[src/rtl/axis_demux_route_ctrl.sv]
// Packet-granular route controller for an AXI-Stream demux (select held per packet).
// Optional stall watchdog: define AXIS_DEMUX_ROUTE_TIMEOUT_EN to add it and the timeout port.
module axis_demux_route_ctrl #(
    parameter int CHANNEL_NUMBER       = 5,
    parameter int CHANNEL_NUMBER_WIDTH = $clog2(CHANNEL_NUMBER),
    parameter int DEST_WIDTH           = 4,
    parameter int DEFAULT_CHANNEL      = 0,
    parameter int TIMEOUT_CYCLES       = 256
) (
    input  logic                            aclk,
    input  logic                            aresetn,
    input  logic                            in_tvalid,
    input  logic                            in_tready,
    input  logic                            in_tlast,
    input  logic [DEST_WIDTH-1:0]           in_tdest,
    output logic                            en,
    output logic [CHANNEL_NUMBER_WIDTH-1:0] ctrl,
    output logic                            busy,
    output logic                            dest_err,
    output logic [15:0]                     pkt_count
`ifdef AXIS_DEMUX_ROUTE_TIMEOUT_EN
    ,
    output logic                            timeout
`endif
);

    typedef enum logic {
        IDLE = 1'b0,
        BUSY = 1'b1
    } state_t;

    state_t                            state;
    logic [CHANNEL_NUMBER_WIDTH-1:0]   route;
    logic [CHANNEL_NUMBER_WIDTH-1:0]   sel;
    logic                              in_range;
    logic                              beat;

    assign beat     = in_tvalid & in_tready;
    // Full-width compare so high tdest bits can never alias a valid channel
    assign in_range = 32'(in_tdest) < 32'(CHANNEL_NUMBER);
    assign sel      = in_range ? CHANNEL_NUMBER_WIDTH'(in_tdest)
                               : CHANNEL_NUMBER_WIDTH'(DEFAULT_CHANNEL);

    assign busy = (state == BUSY);
    assign en   = busy | in_tvalid;
    assign ctrl = busy ? route : sel;

`ifdef AXIS_DEMUX_ROUTE_TIMEOUT_EN
    localparam int STALL_W = $clog2(TIMEOUT_CYCLES + 1);
    logic [STALL_W-1:0] stall;
`else
    logic unused_timeout_cfg;
    assign unused_timeout_cfg = ^TIMEOUT_CYCLES;
`endif

    always_ff @(posedge aclk or negedge aresetn) begin
        if (!aresetn) begin
            state     <= IDLE;
            route     <= '0;
            pkt_count <= '0;
            dest_err  <= 1'b0;
`ifdef AXIS_DEMUX_ROUTE_TIMEOUT_EN
            stall     <= '0;
            timeout   <= 1'b0;
`endif
        end else begin
            dest_err <= 1'b0;
`ifdef AXIS_DEMUX_ROUTE_TIMEOUT_EN
            timeout  <= 1'b0;
`endif
            unique case (state)
                IDLE: begin
                    if (beat) begin
                        dest_err <= ~in_range;
                        if (in_tlast) begin
                            pkt_count <= pkt_count + 16'd1;
                        end else begin
                            route <= sel;
                            state <= BUSY;
`ifdef AXIS_DEMUX_ROUTE_TIMEOUT_EN
                            stall <= '0;
`endif
                        end
                    end
                end
                BUSY: begin
                    if (beat) begin
`ifdef AXIS_DEMUX_ROUTE_TIMEOUT_EN
                        stall <= '0;
`endif
                        if (in_tlast) begin
                            pkt_count <= pkt_count + 16'd1;
                            state     <= IDLE;
                        end
                    end
`ifdef AXIS_DEMUX_ROUTE_TIMEOUT_EN
                    // Abandon the packet uncounted once the stall limit is reached
                    else if (stall == STALL_W'(TIMEOUT_CYCLES - 1)) begin
                        stall   <= '0;
                        timeout <= 1'b1;
                        state   <= IDLE;
                    end else begin
                        stall <= stall + 1'b1;
                    end
`endif
                end
                default: state <= IDLE;
            endcase
        end
    end

endmodule

[config.mk]
export PLATFORM = sky130hd
export DESIGN_NAME = axis_demux_route_ctrl
export DESIGN_NICKNAME = d
export VERILOG_FILES = /design/src/rtl/axis_demux_route_ctrl.sv
export SDC_FILE = /design/constraint.sdc
export NUM_CORES = 1
export LEC_CHECK = 0
export CAP_MARGIN = 20
export CORE_UTILIZATION = 44
export CTS_BUF_LIST = sky130_fd_sc_hd__clkbuf_16
export CTS_CLUSTER_SIZE = 20
export DETAILED_ROUTE_END_ITERATION = 7
export GPL_ROUTABILITY_DRIVEN = 0
export PLACE_DENSITY = 0.77
export SETUP_SLACK_MARGIN = 0.4
export SKIP_CTS_REPAIR_TIMING = 1
export SYNTH_ARGS = -nofsm -noshare
export SYNTH_HDL_FRONTEND = slang
export SYNTH_SLANG_ARGS = --single-unit
[constraint.sdc]
create_clock -name aclk -period 1.5 [get_ports aclk]
set_input_delay 0.3 -clock aclk [delete_from_list [all_inputs] [get_ports aclk]]
set_output_delay 0.3 -clock aclk [all_outputs]
set_load 0.01 [all_outputs]
==> results.toml, run 1 <==
[synthesis]
syn_inst = 91
synth_edf_count = 0
ys_top_cells_by_area = "dfrtp_1 (55%), xnor2_1 (10%), nand2_1 (5.5%), nand3_1 (3.7%), xor2_1 (3.7%)"
synth_largest_area_cell = "dfrtp_1"
yosys_warnings = 0
ys_ff_latch = 21
avgSynthCellArea_sq_um = 10.53
synthesis.area_sq_um = 958.4
synth_cell_type_count = 20
ys.flop_type = "dfrtp_1"
async_flop_share_pct = 100.0
synth_top_cell_area_share_pct = 54.83
synth.net_count = 101
yosysSeqAreaShare_pct = 54.83

[cts]
clock_sinks = 21
cts_buffer_depth = 2
htree_num_levels = 1
cts.reportedPaths.clkPinSlew_ns = 0.06
cts_inserted_buffers = 3
insertion_delay_ns = 0.25
cts-root-buf = "clkbuf_16"
cts_tree = "done"

[critical_path]
critPathLaunchType = "register"
crit_path_max_fanout = 5
worstRegToRegCells = 5
worstPathArrival_ns = 1.73
crit_required_ns = 1.63
worst-setup-path-type = "reg2reg"
end_kind = "register"

[detailed_routing]
num_vias = 1043
ant_nets = 0
wl_per_cell_um = 17.43
wirelength_mm = 3.399
drtPass1Iterations = 4
first_iter_violations = 33
drcViolationCount = 0
viasPerCell = 5.349

[placed_design]
dp_slack_ns = -0.6505
post-dp-hpwl_mm = 1.622
placement.cell_area_sq_um = 1426
port_buffers = 30

[floorplanning]
fp-row-count = 16
die_w_um = 48.67
core_area_sq_um = 2002
die_h_um = 48.67
start_util_pct = 47.87
dieArea_sq_um = 2369
io_pins = 31

[timing]
tns_ns = -0.2795
period_minus_slack_ns = 1.602
maxSlewViolCount = 0
final-hold-violation-count = 0
fin_crit_sh_pct = 106.8
tightestPinTransition_ns = 0.3326
setup_violations = 3
relSlewSlack_pct = 77.66
rsz0062_at_grt = "true"
skew_ns = 0.001678
fmax_mhz = 624.3
fin_ws_ns = -0.1018

[cells_and_area]
stdcell_area_sq_um = 1807
nets = 179
area_delta_synth_final_pct = 88.51
regArea_sq_um = 534.3
antennaDiodeCount = 0
fill_cells = 84
drive_above_1_share_pct = 60.12
multi_input_area_sq_um = 516.7

[global_route]
antenna_found_initial = 0
grt_max_degree = 22
grt_use_total_pct = 20.92
grt_pass1_vias = 862
grt_pass1_wl_mm = 3.760
globalRouteOverflowTotal = 0

[power]
power_density_nw_per_um2 = 1160
leakagePower_nw = 0.9534
power.total_w = 0.002095
ir_drop_v = 0.001062

[run_status]
status = "complete, but fails checks"
violations = "setup timing"

[min_path]
holdPathStages = 3
hp-class = "in2reg"

[flow_run]
maxCapViolCount = 0
critical path, cell delays in order, from the launching register on:
cell     delay [ns]
dfrtp_1        0.40
ha_2           0.20
nand4_1        0.23
nor3_2         0.37
nand2_1        0.13
xnor2_1        0.15
report_power, final:
group / total, W / internal (W) / leakage (nW) / switching [W]
clock: 0.000558 / 0.000358 / 0.0409 / 0.000200
combinational: 0.000770 / 0.000445 / 0.648 / 0.000325
sequential: 0.000767 / 0.000660 / 0.264 / 0.000107
total: 0.00209 / 0.00146 / 0.953 / 0.000632
flip-flops by register name, indices dropped and copies added (netlist names), named ones only:
name,count
pkt_count,16
route,3
dest_err,1
final cells by class:
type,count,share of cell area (%)
clock buffers,3,4.155
clock inverters,1,0.2770
inverters,4,0.8310
multi-input cells,65,28.60
flip-flops and latches,21,29.57
well taps,27,1.870
repair buffers,74,34.70
cells in the mapped netlist (3+ instances only):
cell type and instances:
dfrtp_1 21, nand2_1 14, xnor2_1 11, nand3_1 7
o21ai_0 6, nand4_1 5, inv_1 4, nor3_1 4
xor2_1 4, and3_1 3, nor2_1 3
layer usage:
layer,global-route usage (%),share of wire [%]
met1,24.69,38
met4,10.29,3.8
met5,0,0
met2,36.57,52
met3,3.459,5.4
cell usage in the layout, fill, tap and decap left out, types with 2 or more instances in the layout:
master,count
nor3_4,2
nand3_1,6
nand2_2,4
dfrtp_1,14
xnor2_1,9
dlymetal6s2s_1,6
nand4_1,5
clkbuf_2,3
inv_1,3
xor2_1,4
and3_1,2
buf_4,35
buf_6,19
o21ai_1,3
clkbuf_16,3
nand2_1,10
nand3_4,2
dfrtp_2,7
xnor2_2,2
buf_2,10
o21ai_2,3
path summary, 6_finish.rpt:
path | slack (ns) | startpoint | endpoint
max | -0.10 | pkt_count[1] | pkt_count[12]
min | 0.34 | in_tdest[0] | route[0]
min reg2reg | 0.52 | pkt_count[11] | pkt_count[11]
min in group asynchronous | 0.41 | aresetn | pkt_count[7]
max in group asynchronous | 0.85 | aresetn | pkt_count[9]
max reg2reg | -0.10 | pkt_count[1] | pkt_count[12]
cell families after synthesis:
logic type | count (synthesis) | synth area share [%]
AOI/OAI and AO/OA | 8 | 4.439
xor gates and xnor gates | 15 | 13.71
adders and majority gates | 1 | 1.305
buffers and inverters | 5 | 1.957
DFF | 21 | 54.83
and+or+nand+nor | 41 | 23.76
through the flow:
stage | hold slack [ns] | std cells | util (%)
floorplan | 0.004409 | 91 | -
global placement | 0.4509 | 158 | 71.25
detailed placement | 0.4543 | 158 | 71.25
CTS | 0.4144 | 162 | 75.25
global route | 0.3235 | 195 | 90.25
finish | 0.3353 | 195 | 90.25
Note: power is estimated with default switching activity, not from simulation.
==> run 2, diff against run 1 <==
--- a/config.mk
+++ b/config.mk
@@ -13,7 +13,6 @@
 export GPL_ROUTABILITY_DRIVEN = 0
 export PLACE_DENSITY = 0.77
 export SETUP_SLACK_MARGIN = 0.4
-export SKIP_CTS_REPAIR_TIMING = 1
 export SYNTH_ARGS = -nofsm -noshare
 export SYNTH_HDL_FRONTEND = slang
 export SYNTH_SLANG_ARGS = --single-unit
==> results.toml, run 2 (same netlist as run 1, synthesis figures left out) <==
[run_status]
status = "complete, but fails checks"
violations = "setup timing"

[cts]
htree_num_levels = 1
cts.reportedPaths.clkPinSlew_ns = 0.06
cts_tree = "done"
insertion_delay_ns = 0.26
cts_buffer_depth = 2
cts-root-buf = "clkbuf_16"
ctsHoldBuffers = 0
clock_sinks = 21
cts_inserted_buffers = 3

[power]
power.total_w = 0.002498
leakagePower_nw = 0.9718
ir_drop_v = 0.001405
power_density_nw_per_um2 = 1315

[global_route]
grt_pass1_vias = 1024
grt_max_degree = 22
use_met2_pct = 51.16
globalRouteOverflowTotal = 0
grt_use_total_pct = 27.44
use_met1_pct = 31.62
grt.busiest_layer = "met2"
met3_usage_pct = 2.830
grt_pass1_wl_mm = 4.836
antenna_found_initial = 0

[placed_design]
place_inst = 158
dp_slack_ns = -0.6505
post-dp-hpwl_mm = 1.622
port_buffers = 30

[detailed_routing]
ant_nets = 0
viasPerCell = 5.819
drtPass1Iterations = 4
wirelength_mm = 4.495
first_iter_violations = 36
wl_per_cell_um = 22.03
drcViolationCount = 0
num_vias = 1187

[timing]
skew_ns = 0.003448
period_minus_slack_ns = 1.544
rsz0062_at_grt = "true"
fin_ws_ns = -0.04430
fmax_mhz = 647.5
final-hold-violation-count = 0
relSlewSlack_pct = 78.89
setup_violations = 2
fin_crit_sh_pct = 103.0
maxSlewViolCount = 0
tightestPinTransition_ns = 0.3144

[critical_path]
worstPathArrival_ns = 1.72
crit_family = "simple AND/OR/NAND/NOR gates"
crit_path_max_fanout = 3
critical_path_buf_inv_count = 1
worstRegToRegCells = 6
crit_chain = "buf_6 > ha_4 > nand4_1 > nor2_2 > and3_1 > xor2_1"
worst-setup-path-type = "reg2reg"
crit_required_ns = 1.68
critPathLaunchType = "register"
end_kind = "register"
r2r_slack_ns = -0.04
cp.depth = 6
critical-path-slowest-cell = "dfrtp_1"
critical_path.max_stage_delay_ns = 0.37

[cells_and_area]
layout_commonest_cell = "buf_4"
drive_above_1_share_pct = 62.71
largest-register = "pkt_count"
fill_cells = 50
antennaDiodeCount = 0
largest_reg_flops = 16
area_delta_synth_final_pct = 98.17
reg.largest.list = "pkt_count x16, route x3, dest_err x1"
nets = 188
final_cell_mix = "buf_4 (37), buf_6 (24), dfrtp_1 (16), buf_2 (16), xnor2_1 (9)"
final_cells = 204
fin_util_pct = 94.88

[min_path]
hp-class = "in2reg"
holdPathStages = 3

[floorplanning]
die_h_um = 48.67
fp-row-count = 16
io_pins = 31
dieArea_sq_um = 2369
start_util_pct = 47.87
core_area_sq_um = 2002
die_w_um = 48.67

[flow_run]
maxCapViolCount = 0
==> run 2: cell types whose count changed in the layout (fill, tap and decap cells not counted), moves of 3 or more <==
cell,delta
buf_6,+5
dlymetal6s2s_1,-6
clkbuf_2,-3
nand2_1,-3
dlygate4sd2_1,+3
buf_2,+6
==> run 2: layout make-up <==
| class | count | area (sq um) | area share [%] |
|---|---|---|---|
| timing repair buffer | 83 | 685.7 | 36.10 |
| multi-input combinational | 65 | 553.0 | 29.12 |
| sequential | 21 | 531.8 | 28.00 |
| clock buffer | 3 | 75.07 | 3.953 |
| tap | 27 | 33.78 | 1.779 |
| inverter | 4 | 15.01 | 0.7905 |
| clock inverter | 1 | 5.005 | 0.2635 |
==> run 2: through the flow <==
| step | hold slack [ns] | setup TNS (ns) | instance area, sq um |
|---|---|---|---|
| finish | 0.3314 | -0.05467 | 1899 |
| global route | 0.3262 | -0.3096 | 1899 |
| CTS | 0.2997 | 0 | 1699 |
| detailed placement | 0.4543 | -5.229 | 1426 |
| global placement | 0.4509 | -4.519 | 1426 |
| floorplan | 0.004409 | 0 | 1023 |
==> run 2: worst paths after layout <==
check	startpoint	endpoint
setup / recovery	pkt_count[1]	pkt_count[8]
hold reg to reg	pkt_count[11]	pkt_count[11]
min in group asynchronous	aresetn	pkt_count[8]
setup reg to reg	pkt_count[1]	pkt_count[8]
max in group asynchronous	aresetn	asynchronous set/reset pin
hold / removal	in_tdest[0]	route[0]
==> run 2: tightest hold or removal path: stages <==
cell	delay, ns
buf_6	0.10
nand3_1	0.08
o21ai_1	0.07
==> run 2: timing repair <==
action | CTS | global route
pin swaps | 23 | 21
setup buffers | 29 | 13
setup endpoints to repair | 43 | 35
gates resized for setup | 127 | 24
gates cloned | 0 | 0
==> run 2: report_power, final <==
part | switching, W | internal (W) | total [W] | leakage (nW)
registers | 0.000109 | 0.000659 | 0.000768 | 0.267
clock network | 0.000238 | 0.000360 | 0.000598 | 0.0409
logic | 0.000486 | 0.000646 | 0.00113 | 0.663
total | 0.000834 | 0.00166 | 0.00250 | 0.972
==> run 2: metal layers <==
layer / vias up / share of wire [%]
li1: 484 / -
met1: 582 / 34
met2: 98 / 53
met3: 23 / 7.8
met4: 0 / 5.0
met5: - / 0
==> run 3, diff against run 2 <==
--- a/config.mk
+++ b/config.mk
@@ -5,12 +5,12 @@
 export SDC_FILE = /design/constraint.sdc
 export NUM_CORES = 1
 export LEC_CHECK = 0
-export CAP_MARGIN = 20
 export CORE_UTILIZATION = 44
 export CTS_BUF_LIST = sky130_fd_sc_hd__clkbuf_16
 export CTS_CLUSTER_SIZE = 20
 export DETAILED_ROUTE_END_ITERATION = 7
 export GPL_ROUTABILITY_DRIVEN = 0
+export GPL_TIMING_DRIVEN = 0
 export PLACE_DENSITY = 0.77
 export SETUP_SLACK_MARGIN = 0.4
 export SYNTH_ARGS = -nofsm -noshare
==> results.toml, run 3 (same netlist as run 1, synthesis figures left out) <==
[timing]
period_minus_slack_ns = 1.492
rsz0062_at_grt = "true"
fin_ws_ns = 0.007743
final-hold-violation-count = 0
maxSlewViolCount = 0
tightestPinTransition_ns = 0.5229
setup_violations = 0
relSlewSlack_pct = 65.14
fmax_mhz = 670.1
skew_ns = 0.002579
fin_crit_sh_pct = 99.48

[cells_and_area]
final_cells = 185
antennaDiodeCount = 0
nets = 169
largest-register = "pkt_count"
regArea_sq_um = 530.5
largest_reg_flops = 16
stdcell_area_sq_um = 1707
final_cell_mix = "buf_4 (25), buf_2 (18), dfrtp_1 (17)"
reg.largest.list = "pkt_count x16, route x3, dest_err x1"
drive_above_1_share_pct = 58.23
multi_input_area_sq_um = 539.3
layout_commonest_cell = "buf_4"
fill_cells = 118
area_delta_synth_final_pct = 78.07

[power]
ir_drop_v = 0.001184
power.internal_w = 0.001518
power_density_nw_per_um2 = 1291
swShare_pct = 31.14
power.total_w = 0.002204
p_seq_share_pct = 34.7
power.switching_w = 0.0006861
pwr-share-comb_pct = 39.8
leakagePower_nw = 0.8575
clkPwrFrac_pct = 25.5

[global_route]
antenna_found_initial = 0
grt_pass1_vias = 939
grt_max_degree = 22
grt_pass1_wl_mm = 4.229
grt_use_total_pct = 23.12
globalRouteOverflowTotal = 0

[cts]
clock_sinks = 21
htree_num_levels = 1
ctsHoldBuffers = 0
cts_inserted_buffers = 3
cts.reportedPaths.clkPinSlew_ns = 0.06
cts_buffer_depth = 2
cts_tree = "done"
cts-root-buf = "clkbuf_16"
insertion_delay_ns = 0.25

[placed_design]
placement.cell_area_sq_um = 1358
port_buffers = 30
dp_slack_ns = -0.6750
place_inst = 148
post-dp-hpwl_mm = 1.416

[floorplanning]
start_util_pct = 47.87
fp-row-count = 16
core_area_sq_um = 2002
die_w_um = 48.67
io_pins = 31
die_h_um = 48.67
dieArea_sq_um = 2369

[detailed_routing]
ant_nets = 0
drtPass1Iterations = 5
viasPerCell = 5.216
drcViolationCount = 0
num_vias = 965
wirelength_mm = 2.945
wl_per_cell_um = 15.92
first_iter_violations = 20

[critical_path]
critPathLaunchType = "register"
worstPathArrival_ns = 1.63
crit_required_ns = 1.63
end_kind = "register"
worst-setup-path-type = "reg2reg"
crit_path_max_fanout = 3

[run_status]
status = "finished, final reports clean"

[min_path]
hp-class = "in2async"

[flow_run]
maxCapViolCount = 0
==> run 3: cell count changes in the layout (fill, tap and decap cells not counted), sizes merged <==
cell,delta
clkbuf,+2
clkdlybuf4s50,-1
clkdlybuf4s15,+1
clkinv,-1
buf,-20
inv,+1
dlygate4sd2,-1
==> run 3: layout make-up <==
type	count	share of cell area, %
Sequential cell	21	31.08
Clock inverter	1	0.2199
Tap cell	27	1.979
Timing Repair Buffer	63	29.03
Clock buffer	3	4.399
Buffer	1	0.8065
Multi-Input combinational cell	65	31.60
Inverter	4	0.8798
==> run 3: path summary, 6_finish.rpt <==
path	from	to	slack, ns	depth (start not counted)
max	pkt_count[0]	pkt_count[14]	0.008	5
min	aresetn	pkt_count[7]	0.01	1
max reg2reg	pkt_count[0]	pkt_count[14]	0.008	5
min reg2reg	pkt_count[15]	pkt_count[15]	0.54	2
max in group asynchronous	aresetn	pkt_count[2]	1.11	1
min in group aclk	in_tdest[1]	route[1]	0.31	3
==> run 3: timing repair <==
action / 4_1_cts / 5_1_grt
setup buffers: 27 / 6
pin swaps: 20 / 11
gates resized for setup: 130 / 13
gates cloned: 0 / 0
setup endpoints to repair: 63 / 34
==> run 3: power by group through the flow <==
stage                     sequential (W)  clock (W)  combinational [W]
after floorplan                 0.000795          0           0.000176
after global placement          0.000777          0           0.000428
after detailed placement        0.000784          0           0.000442
after CTS                       0.000759   0.000556           0.000685
after global routing            0.000777   0.000587           0.000935
final                           0.000765   0.000561           0.000878
==> run 3: metrics by stage <==
step | TNS, ns | util, % | hold slack, ns
2_1_floorplan | 0 | - | 0.004409
3_3_place_gp | -5.357 | 67.81 | 0.4504
3_5_place_dp | -5.819 | 67.81 | 0.4662
4_1_cts | 0 | 80.56 | 0.3169
5_1_grt | -0.3161 | 85.25 | 0.05863
6_report | 0 | 85.25 | 0.01357
==> run 3: worst max-delay path, stage by stage (launching register included) <==
cell and delay (ns):
dfrtp_2 0.41, ha_4 0.15, nand4_1 0.21, nor3_2 0.31, nand2_1 0.14, xnor2_1 0.14
==> run 3: routing by layer <==
metal	global-route usage, %	routed length (um)
met4	9.314	80
met2	41.67	1590
met5	0	0
met3	3.774	136
met1	27.03	1138
